===== config.mk =====
export PLATFORM = sky130hd
export DESIGN_NAME = uart_cmd_exec
export DESIGN_NICKNAME = d
export VERILOG_FILES = /design/src/rtl/uart_cmd_pkg.sv /design/src/rtl/uart_cmd_decode.sv /design/src/rtl/uart_cmd_exec.sv
export SDC_FILE = /design/constraint.sdc
export NUM_CORES = 1
export LEC_CHECK = 0
export BUFFER_PORTS_ARGS = -buffer_cell sky130_fd_sc_hd__buf_2
export CAP_MARGIN = 30
export CELL_PAD_IN_SITES_DETAIL_PLACEMENT = 0
export CELL_PAD_IN_SITES_GLOBAL_PLACEMENT = 1
export CORE_ASPECT_RATIO = 0.9
export CORE_MARGIN = 10
export CORE_UTILIZATION = 30
export DETAILED_ROUTE_END_ITERATION = 7
export PLACE_DENSITY = 0.65
export SYNTH_ARGS = -nofsm -noshare
export SYNTH_HDL_FRONTEND = slang
export SYNTH_SLANG_ARGS = --single-unit

===== constraint.sdc =====
create_clock -name CLOCK -period 4.45 [get_ports CLOCK]
set_input_delay 0 -clock CLOCK [delete_from_list [all_inputs] [get_ports CLOCK]]
set_output_delay 0 -clock CLOCK [all_outputs]
set_load 0.05 [all_outputs]

===== src/rtl/uart_cmd_pkg.sv =====
// uart_cmd_pkg
// Shared definitions for the UART command executor:
//   - default frame field sizes (bytes) and helpers deriving bit offsets
//   - opcode constants (WRITE / READ / PING / ERR)
//   - FSM state encoding
// Frame layout, MSB first: {opcode, address, data}.
package uart_cmd_pkg;

  localparam int unsigned OPCDBYTE_DEF = 2;
  localparam int unsigned ADDRBYTE_DEF = 2;
  localparam int unsigned DATABYTE_DEF = 4;
  localparam int unsigned DEPTH_DEF    = 256;

  localparam logic [15:0] OP_WRITE = 16'h0001;
  localparam logic [15:0] OP_READ  = 16'h0002;
  localparam logic [15:0] OP_PING  = 16'h0003;
  localparam logic [15:0] OP_ERR   = 16'hFFFF;

  typedef enum logic [2:0] {
    ST_IDLE,
    ST_DECODE,
    ST_RDREQ,
    ST_RDCAP,
    ST_SEND,
    ST_WAITTX
  } state_t;

  // Bit offset of the address field (data occupies the LSBs).
  function automatic int unsigned addr_lsb(input int unsigned databyte);
    return databyte * 8;
  endfunction

  // Bit offset of the opcode field (sits above address and data).
  function automatic int unsigned opcd_lsb(input int unsigned addrbyte,
                                           input int unsigned databyte);
    return (addrbyte + databyte) * 8;
  endfunction

endpackage


===== src/rtl/uart_cmd_decode.sv =====
// uart_cmd_decode
// Combinational opcode/address classifier for a latched command frame.
// Ports:
//   opcode   in  OW : opcode field of the latched frame
//   addr     in  AW : address field of the latched frame
//   is_write out 1  : legal WRITE (address below DEPTH)
//   is_read  out 1  : legal READ  (address below DEPTH)
//   is_ping  out 1  : PING (address not checked)
//   is_err   out 1  : anything else, including out-of-range READ/WRITE
module uart_cmd_decode
  import uart_cmd_pkg::*;
#(
  parameter int unsigned OW    = 16,
  parameter int unsigned AW    = 16,
  parameter int unsigned DEPTH = DEPTH_DEF
) (
  input  logic [OW-1:0] opcode,
  input  logic [AW-1:0] addr,
  output logic          is_write,
  output logic          is_read,
  output logic          is_ping,
  output logic          is_err
);

  logic addr_ok;

  always_comb begin
    addr_ok  = 64'(addr) < 64'(DEPTH);
    is_write = (opcode == OW'(OP_WRITE)) && addr_ok;
    is_read  = (opcode == OW'(OP_READ))  && addr_ok;
    is_ping  = (opcode == OW'(OP_PING));
    is_err   = !(is_write || is_read || is_ping);
  end

endmodule


===== src/rtl/uart_cmd_exec.sv =====
// uart_cmd_exec
// Executes command frames from UartSink against a single-port word memory
// and returns a response frame through UartSource.
// Ports:
//   CLOCK     in  1        : clock
//   NRESET    in  1        : synchronous active-low reset
//   SINKDONE  in  1        : frame-valid pulse from UartSink
//   SINKDATA  in  BYTES*8  : frame {opcode, address, data}
//   FEN       out 1        : response-send pulse to UartSource
//   FDATA     out BYTES*8  : response frame
//   SRCDONE   in  1        : UartSource finished sending
//   MEMADDR   out ADDRBYTE*8 : memory word address (from latched frame)
//   MEMWDATA  out DATABYTE*8 : memory write data (from latched frame)
//   MEMWE     out 1        : write strobe
//   MEMRE     out 1        : read strobe
//   MEMRDATA  in  DATABYTE*8 : read data, valid the cycle after MEMRE
//   BUSY      out 1        : state is not IDLE
//   DROPPED   out 1        : a frame arriving while busy was discarded
// Configuration macro: UART_CMD_WRACK_EN -- when defined, a legal WRITE
// returns an acknowledge frame; otherwise it completes silently.
module uart_cmd_exec
  import uart_cmd_pkg::*;
#(
  parameter int unsigned OPCDBYTE = OPCDBYTE_DEF,
  parameter int unsigned ADDRBYTE = ADDRBYTE_DEF,
  parameter int unsigned DATABYTE = DATABYTE_DEF,
  parameter int unsigned BYTES    = OPCDBYTE + ADDRBYTE + DATABYTE,
  parameter int unsigned DEPTH    = DEPTH_DEF
) (
  input  logic                  CLOCK,
  input  logic                  NRESET,
  input  logic                  SINKDONE,
  input  logic [BYTES*8-1:0]    SINKDATA,
  output logic                  FEN,
  output logic [BYTES*8-1:0]    FDATA,
  input  logic                  SRCDONE,
  output logic [ADDRBYTE*8-1:0] MEMADDR,
  output logic [DATABYTE*8-1:0] MEMWDATA,
  output logic                  MEMWE,
  output logic                  MEMRE,
  input  logic [DATABYTE*8-1:0] MEMRDATA,
  output logic                  BUSY,
  output logic                  DROPPED
);

  localparam int unsigned OW    = OPCDBYTE * 8;
  localparam int unsigned AW    = ADDRBYTE * 8;
  localparam int unsigned DW    = DATABYTE * 8;
  localparam int unsigned FW    = BYTES * 8;
  localparam int unsigned A_LSB = addr_lsb(DATABYTE);
  localparam int unsigned O_LSB = opcd_lsb(ADDRBYTE, DATABYTE);

  state_t        state_q, state_d;
  logic [FW-1:0] frame_q;
  logic [DW-1:0] rdata_q;
  logic [FW-1:0] fdata_q;
  logic          fen_q, memwe_q, memre_q, dropped_q;

  logic [OW-1:0] f_opcd;
  logic [AW-1:0] f_addr;
  logic [DW-1:0] f_data;
  logic          is_write, is_read, is_ping, is_err;

  logic          frame_ld, rd_cap;
  logic          fen_d, memwe_d, memre_d, dropped_d;
  logic [FW-1:0] resp;

  assign f_opcd = frame_q[O_LSB +: OW];
  assign f_addr = frame_q[A_LSB +: AW];
  assign f_data = frame_q[0 +: DW];

  uart_cmd_decode #(
    .OW    (OW),
    .AW    (AW),
    .DEPTH (DEPTH)
  ) u_decode (
    .opcode   (f_opcd),
    .addr     (f_addr),
    .is_write (is_write),
    .is_read  (is_read),
    .is_ping  (is_ping),
    .is_err   (is_err)
  );

  // State register
  always_ff @(posedge CLOCK) begin
    if (!NRESET) state_q <= ST_IDLE;
    else         state_q <= state_d;
  end

  // Next-state logic
  always_comb begin
    state_d = state_q;
    unique case (state_q)
      ST_IDLE:   if (SINKDONE) state_d = ST_DECODE;
      ST_DECODE: begin
        if (is_read) begin
          state_d = ST_RDREQ;
        end else begin
`ifdef UART_CMD_WRACK_EN
          state_d = ST_SEND;
`else
          state_d = is_write ? ST_IDLE : ST_SEND;
`endif
        end
      end
      ST_RDREQ:  state_d = ST_RDCAP;
      ST_RDCAP:  state_d = ST_SEND;
      ST_SEND:   state_d = ST_WAITTX;
      // fen_q marks the first WAITTX cycle; SRCDONE seen there is ignored.
      ST_WAITTX: if (SRCDONE && !fen_q) state_d = ST_IDLE;
      default:   state_d = ST_IDLE;
    endcase
  end

  // Output logic. Strobes are computed one state early and registered so
  // that a reset edge cancels them and MEMWE lands at N+2 whether or not
  // the WRITE goes on to SEND.
  always_comb begin
    frame_ld  = (state_q == ST_IDLE) && SINKDONE;
    rd_cap    = (state_q == ST_RDCAP);
    memwe_d   = (state_q == ST_DECODE) && is_write;
    memre_d   = (state_q == ST_DECODE) && is_read;
    fen_d     = (state_q == ST_SEND);
    dropped_d = (state_q != ST_IDLE) && SINKDONE;
    BUSY      = (state_q != ST_IDLE);

    // PING echoes the frame verbatim.
    resp = frame_q;
    if (is_err)        resp = {OW'(OP_ERR),   f_addr, DW'(f_opcd)};
    else if (is_read)  resp = {OW'(OP_READ),  f_addr, rdata_q};
    else if (is_write) resp = {OW'(OP_WRITE), f_addr, f_data};
    else if (is_ping)  resp = frame_q;
  end

  // Datapath and registered outputs
  always_ff @(posedge CLOCK) begin
    if (!NRESET) begin
      frame_q   <= '0;
      rdata_q   <= '0;
      fdata_q   <= '0;
      fen_q     <= 1'b0;
      memwe_q   <= 1'b0;
      memre_q   <= 1'b0;
      dropped_q <= 1'b0;
    end else begin
      if (frame_ld) frame_q <= SINKDATA;
      if (rd_cap)   rdata_q <= MEMRDATA;
      if (fen_d)    fdata_q <= resp;
      fen_q     <= fen_d;
      memwe_q   <= memwe_d;
      memre_q   <= memre_d;
      dropped_q <= dropped_d;
    end
  end

  assign FEN      = fen_q;
  assign FDATA    = fdata_q;
  assign MEMADDR  = f_addr;
  assign MEMWDATA = f_data;
  assign MEMWE    = memwe_q;
  assign MEMRE    = memre_q;
  assign DROPPED  = dropped_q;

endmodule


======== Yosys cells after proc, flatten, opt, wreduce, memory -nomap -nowiden ========
Cells that the tools add are included.
Widths: inputs -> output; s select.
storage, ports and cells
  bits in registers ....................... 167
  input port bits ......................... 100
  output and inout port bits .............. 117
  word-level logic and storage cells ...... 40
operators by class
  order comparisons ....................... 1
  eq/ne operators ......................... 10
  muxes and demuxes ....................... 8
  reductions and logical operators ........ 13
operator list
  kind                 number
  $mux 64              3
  $eq 16x2->1 const B  2
  $pmux 3 s6           1
  $eq 16x1->1 const B  1
  $lt 16x9->1 const B  1
  $mux 3               4
  $logic_and 1x1->1    7
  $eq 3x2->1 const B   2
  $eq 3x3->1 const B   2
  $ne 2x2->1 const B   2
  $eq 3x1->1 const B   1
  $logic_not 3->1      1
  $reduce_bool 3->1    1
  $logic_or 1x1->1     2
  $reduce_and 2->1     1
  $logic_not 1->1      1

======== Depth between registers and ports, before layout ========
Gate-level depths: netlist of run 1.
  word-level depth ........................ 5
  gate-level depth with buffers ........... 8

======== Modules after synthesis ========
From an unflattened synthesis of run 1, not the netlist that was laid out.
unflattened totals
  cell total of the unflattened synthesis .. 825
  area total of the unflattened synthesis .. 7,076.8 µm²
modules (own cells, without submodules)
  module           times used  cells an instance  area each (µm²)  seq. area each (µm²)
  uart_cmd_exec    1           811                6,981.7          3,343.2
  uart_cmd_decode  1           14                 95.1             0.0

======== Least setup slack after synthesis of run 1 ========
Ideal clock, no wire load.
  kind .................................... flip-flop to flip-flop
  from .................................... reg frame_q[50]
  to ...................................... reg fdata_q[23] (netlist: FDATA[23])
  arrival ................................. 1.593 ns
  required time ........................... 4.331 ns
  slack ................................... 2.738 ns
  stages on the path, launching flop included .. 7
  path buffers ............................ 1
  clock period less this slack ............ 1.712 ns
  cell sequence ........................... dfxtp_1 nor4_2 nand4_2 nor2_8 buf_8 mux2i_1 o21ai_1
between the ends
  word-level cells in the longest chain between the ends .. 5
  elaborated cells between the ends (all ways) .. 9
  classes of those cells .................. 3 x eq/ne; 2 x mux; 4 x reduce/logical
RTL lines
  element                                            line                                          text
  start, declared                                    uart_cmd_exec.sv:54                           logic [FW-1:0] frame_q;
  start signal, assigned                             uart_cmd_exec.sv:139                          frame_q <= '0;
  start signal, assigned                             uart_cmd_exec.sv:147                          if (frame_ld) frame_q <= SINKDATA;
  $eq 16x1->1 / $eq 16x2->1 (equally long branches)  uart_cmd_decode.sv:29, uart_cmd_decode.sv:30
  $logic_and 1x1->1, on equally long branches        uart_cmd_decode.sv:29, uart_cmd_decode.sv:30
  $logic_or 1x1->1 (2 in series)                     uart_cmd_decode.sv:32                         is_err = !(is_write || is_read || is_ping);
  $mux 64 *                                          uart_cmd_exec.sv:130                          if (is_err) resp = {OW'(OP_ERR), f_addr, DW'(f_opcd)};
  end signal, assigned                               uart_cmd_exec.sv:149                          if (fen_d) fdata_q <= resp;
  end, declared                                      uart_cmd_exec.sv:56                           logic [FW-1:0] fdata_q;
Every way passes the cells marked *; elsewhere a longest branch is shown, timed or not.
A chain may end at the register's enable or synchronous reset.

======== Final worst setup path of run 1 ========
  from .................................... reg frame_q[44]
  to ...................................... reg fdata_q[25] (netlist: FDATA[25])
between the ends
  word-level cells in the longest chain between the ends .. 5
  elaborated cells between the ends (all ways) .. 7
  classes of those cells .................. 1 x order compare; 2 x mux; 4 x reduce/logical
RTL lines
  element                                      line                                          text
  $lt 16x9->1 *                                uart_cmd_decode.sv:28                         addr_ok = 64'(addr) < 64'(DEPTH);
  $logic_and 1x1->1, on equally long branches  uart_cmd_decode.sv:29, uart_cmd_decode.sv:30
  $logic_or 1x1->1 (2 in series)               uart_cmd_decode.sv:32
  $mux 64 *                                    uart_cmd_exec.sv:130
Marked as above.

==> out/results.txt, run 1 <==
status = completed
HP Class = in -> reg
Worst-Margin Slew = 0.8843 ns
IO Count = 217
clk_skew = 0.009781 ns
critical path arrival = 2.71 ns
number of routed nets with antenna violations = 0
CP max stage cell = o21ai_4
Worst setup EP type = flip-flop
total gr overflow = 0
worst skew pair latency = 0.42 ns
Avg Inst Size Synth = 8.109 um^2
WP data required = 4.79 ns
first-pass GRT wire length = 35,330 um
Hold Crit Start = SINKDATA[42]
Net Sw Frac = 33.86%
clk slew on worst S/H paths = 0.07 ns
drt first pass iters = 5
dominant cell type by area after synthesis = dfxtp_1
Logic pwr share = 22.7%
TritonCTS clock tree = done
EDFF count, synth = 0
global-route usage over all layers = 15.63%
# diodes = 0
Die Area = 28,370 um^2
post-synthesis sequential area ratio = 50.59%
number of port buffers = 216
total power = 4.005 mW
slew margin rel. = 41.05%
Core ar. = 21,630 um^2
initial core utilization = 30.55%
setup_tns = 0 ns
internal power = 2.649 mW
Die Wd = 176.5 um
# fillers = 2,222
max-slew violation count = 0
CP bufs+invs = 0
htree depth = 4
Crit Path Class = reg -> reg
share of the synthesized area in the top cell type = 50.59%
drt drc = 0
GPL Wtd Cong = 0.7403
Reg2Reg Launch Point = frame_q[44]
synthesized area = 6609 um^2
Post-Syn Instances = 815
Final Instance Area = 9117 um^2
most frequent cells in the layout = nand2_1, buf_2, dfxtp_1
Critical Path Source = frame_q[44]
Rows = 51
Crit path max-delay family = compound AO/OA/AOI/OAI gates
Final Hold Fails = 0
FF+latch count, synth = 167
share of cells above drive strength 1 = 25.61%
Post-CTS Setup Bufs = 0
Hold Crit Depth = 4
FMAX = 0.4221 GHz
via count = 6,140
clk sinks = 167
Reg2Reg Depth = 5
Final setup viols = 0
ys async rst share = 0%
routed wire length = 22,680 um
Main synth FF type = dfxtp_1
# hold bufs at CTS = 100
wire per inst = 16.66 um
Die Height = 160.8 um
switching power = 1.356 mW
post_cts resized = 0
1st-iter DRT viols = 311
Vias/cell = 4.511
largest net degree at the start of global routing = 69
final period utilization = 53.24%
min cycle time layout = 2.369 ns
P_leak = 3.766 nW
Final #Nets = 1,157
startpoint types = flip-flop
CTS Buf Count = 17
CP cell instances = nor4_4, a21oi_2, o21ai_4, nand3_2, o21ai_1
WHS = 0.3552 ns
CTS root buf = clkbuf_16
Area Overhead vs Synth = 37.96%
CTS Buffer Depth = 2
Max VDD drop = 0.3022 mV
Synthesis Warnings = 0
clock share of power = 35.6%
most common cell after layout, fill and taps aside = nand2_1
number of library cell types mapped by synthesis = 41
Sequential Power Share = 41.7%
Crit path depth = 5
ranking of synthesized cells by area = dfxtp_1, nand2_1, a21oi_1
number of global-route vias before repair = 6,250
worst-path fanout max = 17
final core utilization = 42.15%
RSZ-0062 raised after global routing = no
biggest cell delay along the critical path = 0.47 ns
placed wire-length estimate = 15,480 um
initial antenna violation count = 0
Max Cap Viol = 0
Post-DP Area = 7555 um^2
Power Dens Cells = 439.2 nW/um^2
Mapped Nets = 915
==> cells by family (layout without fill, tap and decap cells) <==
kind of cell	Yosys count	after routing	synth area share (%)
xor+xnor	1	1	0.1325
compound gates	199	199	16.83
simple gates	327	327	20.96
buf+inv	105	360	9.068
flops	167	167	50.59
mux	16	16	2.423
==> power groups by stage <==
stage | registers (mW) | logic, mW | clock network [mW]
2_1_floorplan | 1.80 | 0.556 | 0
3_3_place_gp | 1.70 | 0.842 | 0
3_5_place_dp | 1.70 | 0.849 | 0
4_1_cts | 1.67 | 0.921 | 1.46
5_1_grt | 1.68 | 0.987 | 1.53
6_report | 1.67 | 0.909 | 1.43
==> cell usage after synthesis (2+ instances only) <==
cell / n
buf_2: 7
a32o_1: 2
nor4_2: 3
nor2b_1: 3
o21ai_1: 46
nand2_1: 260
nor2_1: 36
buf_4: 49
mux2i_1: 16
dfxtp_1: 167
inv_2: 2
nand3_1: 2
buf_1: 5
o32a_1: 15
and2_1: 4
nor4_4: 2
a21oi_1: 128
nor3_1: 7
clkbuf_1: 39
==> layer usage <==
layer | part of all wire [%] | GRT usage (%) | vias to the layer above
met3 | 7.2 | 5.462 | 10
met2 | 47 | 25.40 | 168
met1 | 45 | 19.61 | 2817
met4 | 0.72 | 3.131 | 0
met5 | 0 | 0 | -
li1 | - | - | 3145
==> stage by stage <==
stage | instances | worst slack, ns
finish | 1361 | 2.081
global route | 1361 | 1.883
CTS | 1361 | 2.043
detailed placement | 1229 | 2.056
global placement | 1228 | 2.102
floorplan | 815 | 2.738
==> worst paths after layout <==
kind,slack (ns),end
max,2.08,FDATA[25]
min,0.36,frame_q[42]
max reg2reg,2.08,FDATA[25]
min reg2reg,0.44,FDATA[5]
==> area by class of cell <==
| cell class | count | area [um^2] | area share (%) |
|---|---|---|---|
| Inverter | 3 | 13.76 | 0.1510 |
| Timing Repair Buffer | 325 | 2162 | 23.71 |
| Clock inverter | 14 | 122.6 | 1.345 |
| Multi-Input combinational cell | 543 | 2673 | 29.31 |
| Tap cell | 291 | 364.1 | 3.993 |
| Sequential cell | 167 | 3343 | 36.67 |
| Clock buffer | 18 | 439.2 | 4.817 |
==> sequential cells by signal (all words and copies together), names as in the netlist <==
signal and count:
DROPPED 1, FDATA 64, FEN 1, MEMRE 1, MEMWE 1, frame_q 64
rdata_q 32, state_q 3
==> tightest hold or removal path: stages <==
cell,delay (ns)
dlygate4sd3_1,0.53
buf_2,0.12
nand2_1,0.05
a21oi_1,0.05
No activity file was read; power rests on OpenSTA's default activity.
==> run 2, diff against run 1 <==
--- a/config.mk
+++ b/config.mk
@@ -5,6 +5,7 @@
 export SDC_FILE = /design/constraint.sdc
 export NUM_CORES = 1
 export LEC_CHECK = 0
+export ABC_AREA = 1
 export BUFFER_PORTS_ARGS = -buffer_cell sky130_fd_sc_hd__buf_2
 export CAP_MARGIN = 30
 export CELL_PAD_IN_SITES_DETAIL_PLACEMENT = 0
@@ -13,7 +14,7 @@
 export CORE_MARGIN = 10
 export CORE_UTILIZATION = 30
 export DETAILED_ROUTE_END_ITERATION = 7
-export PLACE_DENSITY = 0.65
+export PLACE_DENSITY = 0.68
 export SYNTH_ARGS = -nofsm -noshare
 export SYNTH_HDL_FRONTEND = slang
 export SYNTH_SLANG_ARGS = --single-unit
==> constraint.sdc (replaced) <==
create_clock -name CLOCK -period 1.91 [get_ports CLOCK]
set_input_delay 0 -clock CLOCK [delete_from_list [all_inputs] [get_ports CLOCK]]
set_output_delay 0 -clock CLOCK [all_outputs]
set_load 0.05 [all_outputs]
==> out/results.txt, run 2 <==
GPL Wtd Cong = 0.7883 (was 0.7403)
Power Dens Cells = 1061 nW/um^2 (was 439.2 nW/um^2)
final core utilization = 42.07% (was 42.15%)
clk_skew = 0.01622 ns (was 0.009781 ns)
number of global-route vias before repair = 6,509 (was 6,250)
CTS Buffer Depth = 2 (unchanged)
EDFF count, synth = 0 (unchanged)
setup_tns = 0 ns (unchanged)
clk slew on worst S/H paths = 0.07 ns (about the same)
HP Class = in -> reg (unchanged)
Post-Place Setup Slack = 0.1586 ns (was 2.056 ns)
clk sinks = 167 (unchanged)
Worst-Margin Slew = 0.4753 ns (was 0.8843 ns)
TritonCTS clock tree = done (unchanged)
number of routed nets with antenna violations = 0 (unchanged)
internal power = 6.587 mW (was 2.649 mW)
synthesized area = 6842 um^2 (was 6609 um^2)
Die Wd = 179.2 um (was 176.5 um)
Post-Syn Instances = 885 (was 815)
area occupied by multi-input gates = 2618 um^2 (was 2673 um^2)
FF+latch count, synth = 167 (unchanged)
biggest cell delay along the critical path = 0.37 ns (was 0.47 ns)
Sequential Power Share = 39.4% (was 41.7%)
# fillers = 2,299 (was 2,222)
share of cells above drive strength 1 = 25.66% (was 25.61%)
Main synth FF type = dfxtp_1 (unchanged)
CP cell instances = inv_1, nor3_1, inv_2, buf_12, o21ai_0, a21oi_1 (was nor4_4, a21oi_2, o21ai_4, nand3_2, o21ai_1)
clock share of power = 35.8% (was 35.6%)
worst skew pair latency = 0.43 ns (was 0.42 ns)
Avg Inst Size Synth = 7.731 um^2 (was 8.109 um^2)
Vias/cell = 4.471 (was 4.511)
total power = 10.02 mW (was 4.005 mW)
initial core utilization = 30.48% (was 30.55%)
IO Count = 217 (unchanged)
initial antenna violation count = 0 (unchanged)
Hold Crit Start = NRESET (was SINKDATA[42])
Final #Nets = 1,229 (was 1,157)
number of library cell types mapped by synthesis = 27 (was 41)
dominant cell type by area after synthesis = dfxtp_1 (unchanged)
Mapped Nets = 985 (was 915)
1st-iter DRT viols = 373 (was 311)
routed wire length = 22,980 um (was 22,680 um)
Crit Path Class = reg -> reg (unchanged)
worst-path fanout max = 55 (was 17)
RSZ-0062 raised after global routing = no (unchanged)
Die Area = 29,250 um^2 (was 28,370 um^2)
FMAX = 0.5985 GHz (was 0.4221 GHz)
most frequent cell after synthesis = dfxtp_1 (was nand2_1)
Die Height = 163.3 um (was 160.8 um)
CTS Buf Count = 17 (unchanged)
most common cell after layout, fill and taps aside = buf_2 (was nand2_1)
Synthesis Warnings = 0 (unchanged)
Area Overhead vs Synth = 38.02% (was 37.96%)
Final Instance Area = 9443 um^2 (was 9117 um^2)
htree depth = 4 (unchanged)
top post-synthesis cells by count = dfxtp_1, a21oi_1, nand2_1 (was nand2_1, dfxtp_1, a21oi_1)
Logic pwr share = 24.7% (was 22.7%)
Storage cell area = 3343 um^2 (unchanged)
final period utilization = 87.48% (was 53.24%)
most frequent cells in the layout = buf_2, dfxtp_1, a21oi_1 (was nand2_1, buf_2, dfxtp_1)
largest net degree at the start of global routing = 56 (was 69)
setup ws final = 0.2392 ns (was 2.081 ns)
Critical Path Source = state_q[0] (was frame_q[44])
CTS root buf = clkbuf_16 (unchanged)
Max Cap Viol = 0 (unchanged)
post-synthesis sequential area ratio = 48.87% (was 50.59%)
Post-DP Area = 7849 um^2 (was 7555 um^2)
P_leak = 4.130 nW (was 3.766 nW)
Post-CTS Setup Bufs = 0 (unchanged)
status = completed (unchanged)
Rows = 52 (was 51)
slew margin rel. = 68.31% (was 41.05%)
wire per inst = 15.97 um (was 16.66 um)
share of the synthesized area in the top cell type = 48.87% (was 50.59%)
startpoint types = flip-flop (unchanged)
ranking of synthesized cells by area = dfxtp_1, a21oi_1, nand2_1 (was dfxtp_1, nand2_1, a21oi_1)
ys async rst share = 0% (unchanged)
global-route usage over all layers = 15.50% (was 15.63%)
WP data required = 2.21 ns (was 4.79 ns)
drt drc = 0 (unchanged)
number of port buffers = 216 (unchanged)
first-pass GRT wire length = 36,000 um (was 35,330 um)
switching power = 3.433 mW (was 1.356 mW)
Final Hold Fails = 0 (unchanged)
drt first pass iters = 4 (was 5)
critical path arrival = 1.97 ns (was 2.71 ns)
Worst setup EP type = flip-flop (unchanged)
max-slew violation count = 0 (unchanged)
via count = 6,434 (was 6,140)
Max VDD drop = 0.4942 mV (was 0.3022 mV)
# diodes = 0 (unchanged)
min cycle time layout = 1.671 ns (was 2.369 ns)
Reg2Reg Launch Point = state_q[0] (was frame_q[44])
placed wire-length estimate = 16,250 um (was 15,480 um)
Core ar. = 22,450 um^2 (was 21,630 um^2)
Final setup viols = 0 (unchanged)
CP max stage cell = dfxtp_1 (was o21ai_4)
total gr overflow = 0 (unchanged)
Net Sw Frac = 34.26% (was 33.86%)
==> run 2: cell count changes in the layout (fill, tap and decap cells not counted), sizes merged, moves of 13 or more <==
cell | previous run | this run
o21a | 0 | 14
inv | 8 | 67
nor2 | 37 | 79
nand2 | 260 | 120
o32a | 15 | 0
buf | 225 | 238
o21ai | 48 | 120
nand3 | 3 | 69
mux2i | 16 | 0
==> run 2: timing repair <==
item	4_1_cts	5_1_grt
setup endpoints to repair	0	13
hold buffers	97	0
endpoints found under the hold margin	97	0
resized for setup	0	2
==> run 2: kinds of logic (layout without fill, tap and decap cells) <==
logic type,count (synthesis),after routing,synth area share (%)
AO/OA/AOI/OAI,270,270,20.85
buffers and inverters,174,431,13.09
flip-flops,167,167,48.87
AND/OR/NAND/NOR,274,274,17.19
==> run 2: path summary, 6_finish.rpt <==
path | to | slack, ns | cells past startpoint
setup reg to reg | rdata_q[20] | 0.24 | 6
hold / removal | frame_q[37] | 0.07 | 3
hold reg to reg | rdata_q[11] | 0.45 | 2
setup / recovery | rdata_q[20] | 0.24 | 6
==> run 2: layer usage <==
metal,up-vias,routed length [um],GRT usage [%]
met5,-,0,0
met3,10,1861,5.748
li1,3348,-,-
met1,2902,10660,19.83
met4,0,153,3.017
met2,174,10300,24.55
==> run 2: final cells by class <==
| type | instances | share of cell area [%] |
|---|---|---|
| Tap cell | 297 | 3.935 |
| Timing Repair Buffer | 335 | 23.92 |
| Multi-Input combinational cell | 544 | 27.72 |
| Inverter | 64 | 2.544 |
| Sequential cell | 167 | 35.40 |
| Clock buffer | 19 | 4.691 |
| Clock inverter | 13 | 1.789 |
==> run 2: metrics by stage <==
step	hold WS, ns	instances
4_1_cts	0.06317	1439
3_3_place_gp	0.2344	1310
2_1_floorplan	0.1349	885
5_1_grt	0.08910	1439
3_5_place_dp	0.2466	1310
6_report	0.07367	1439
==> run 2: critical path, delay by kind of cell (launching register included) <==
kind | cells | cell delay [ns]
flip-flops | 1 | 0.37
buffers and inverters | 3 | 0.48
AND/OR/NAND/NOR | 1 | 0.35
AO/OA/AOI/OAI | 2 | 0.31
==> run 2: power groups by stage <==
| stage | clock, mW | sequential [mW] | combinational, mW |
|---|---|---|---|
| after CTS | 3.69 | 3.95 | 2.50 |
| after detailed placement | 0 | 4.03 | 2.34 |
| final | 3.59 | 3.95 | 2.48 |
| after global routing | 3.84 | 3.99 | 2.68 |
| after floorplan | 0 | 4.46 | 1.34 |
| after global placement | 0 | 4.02 | 2.34 |
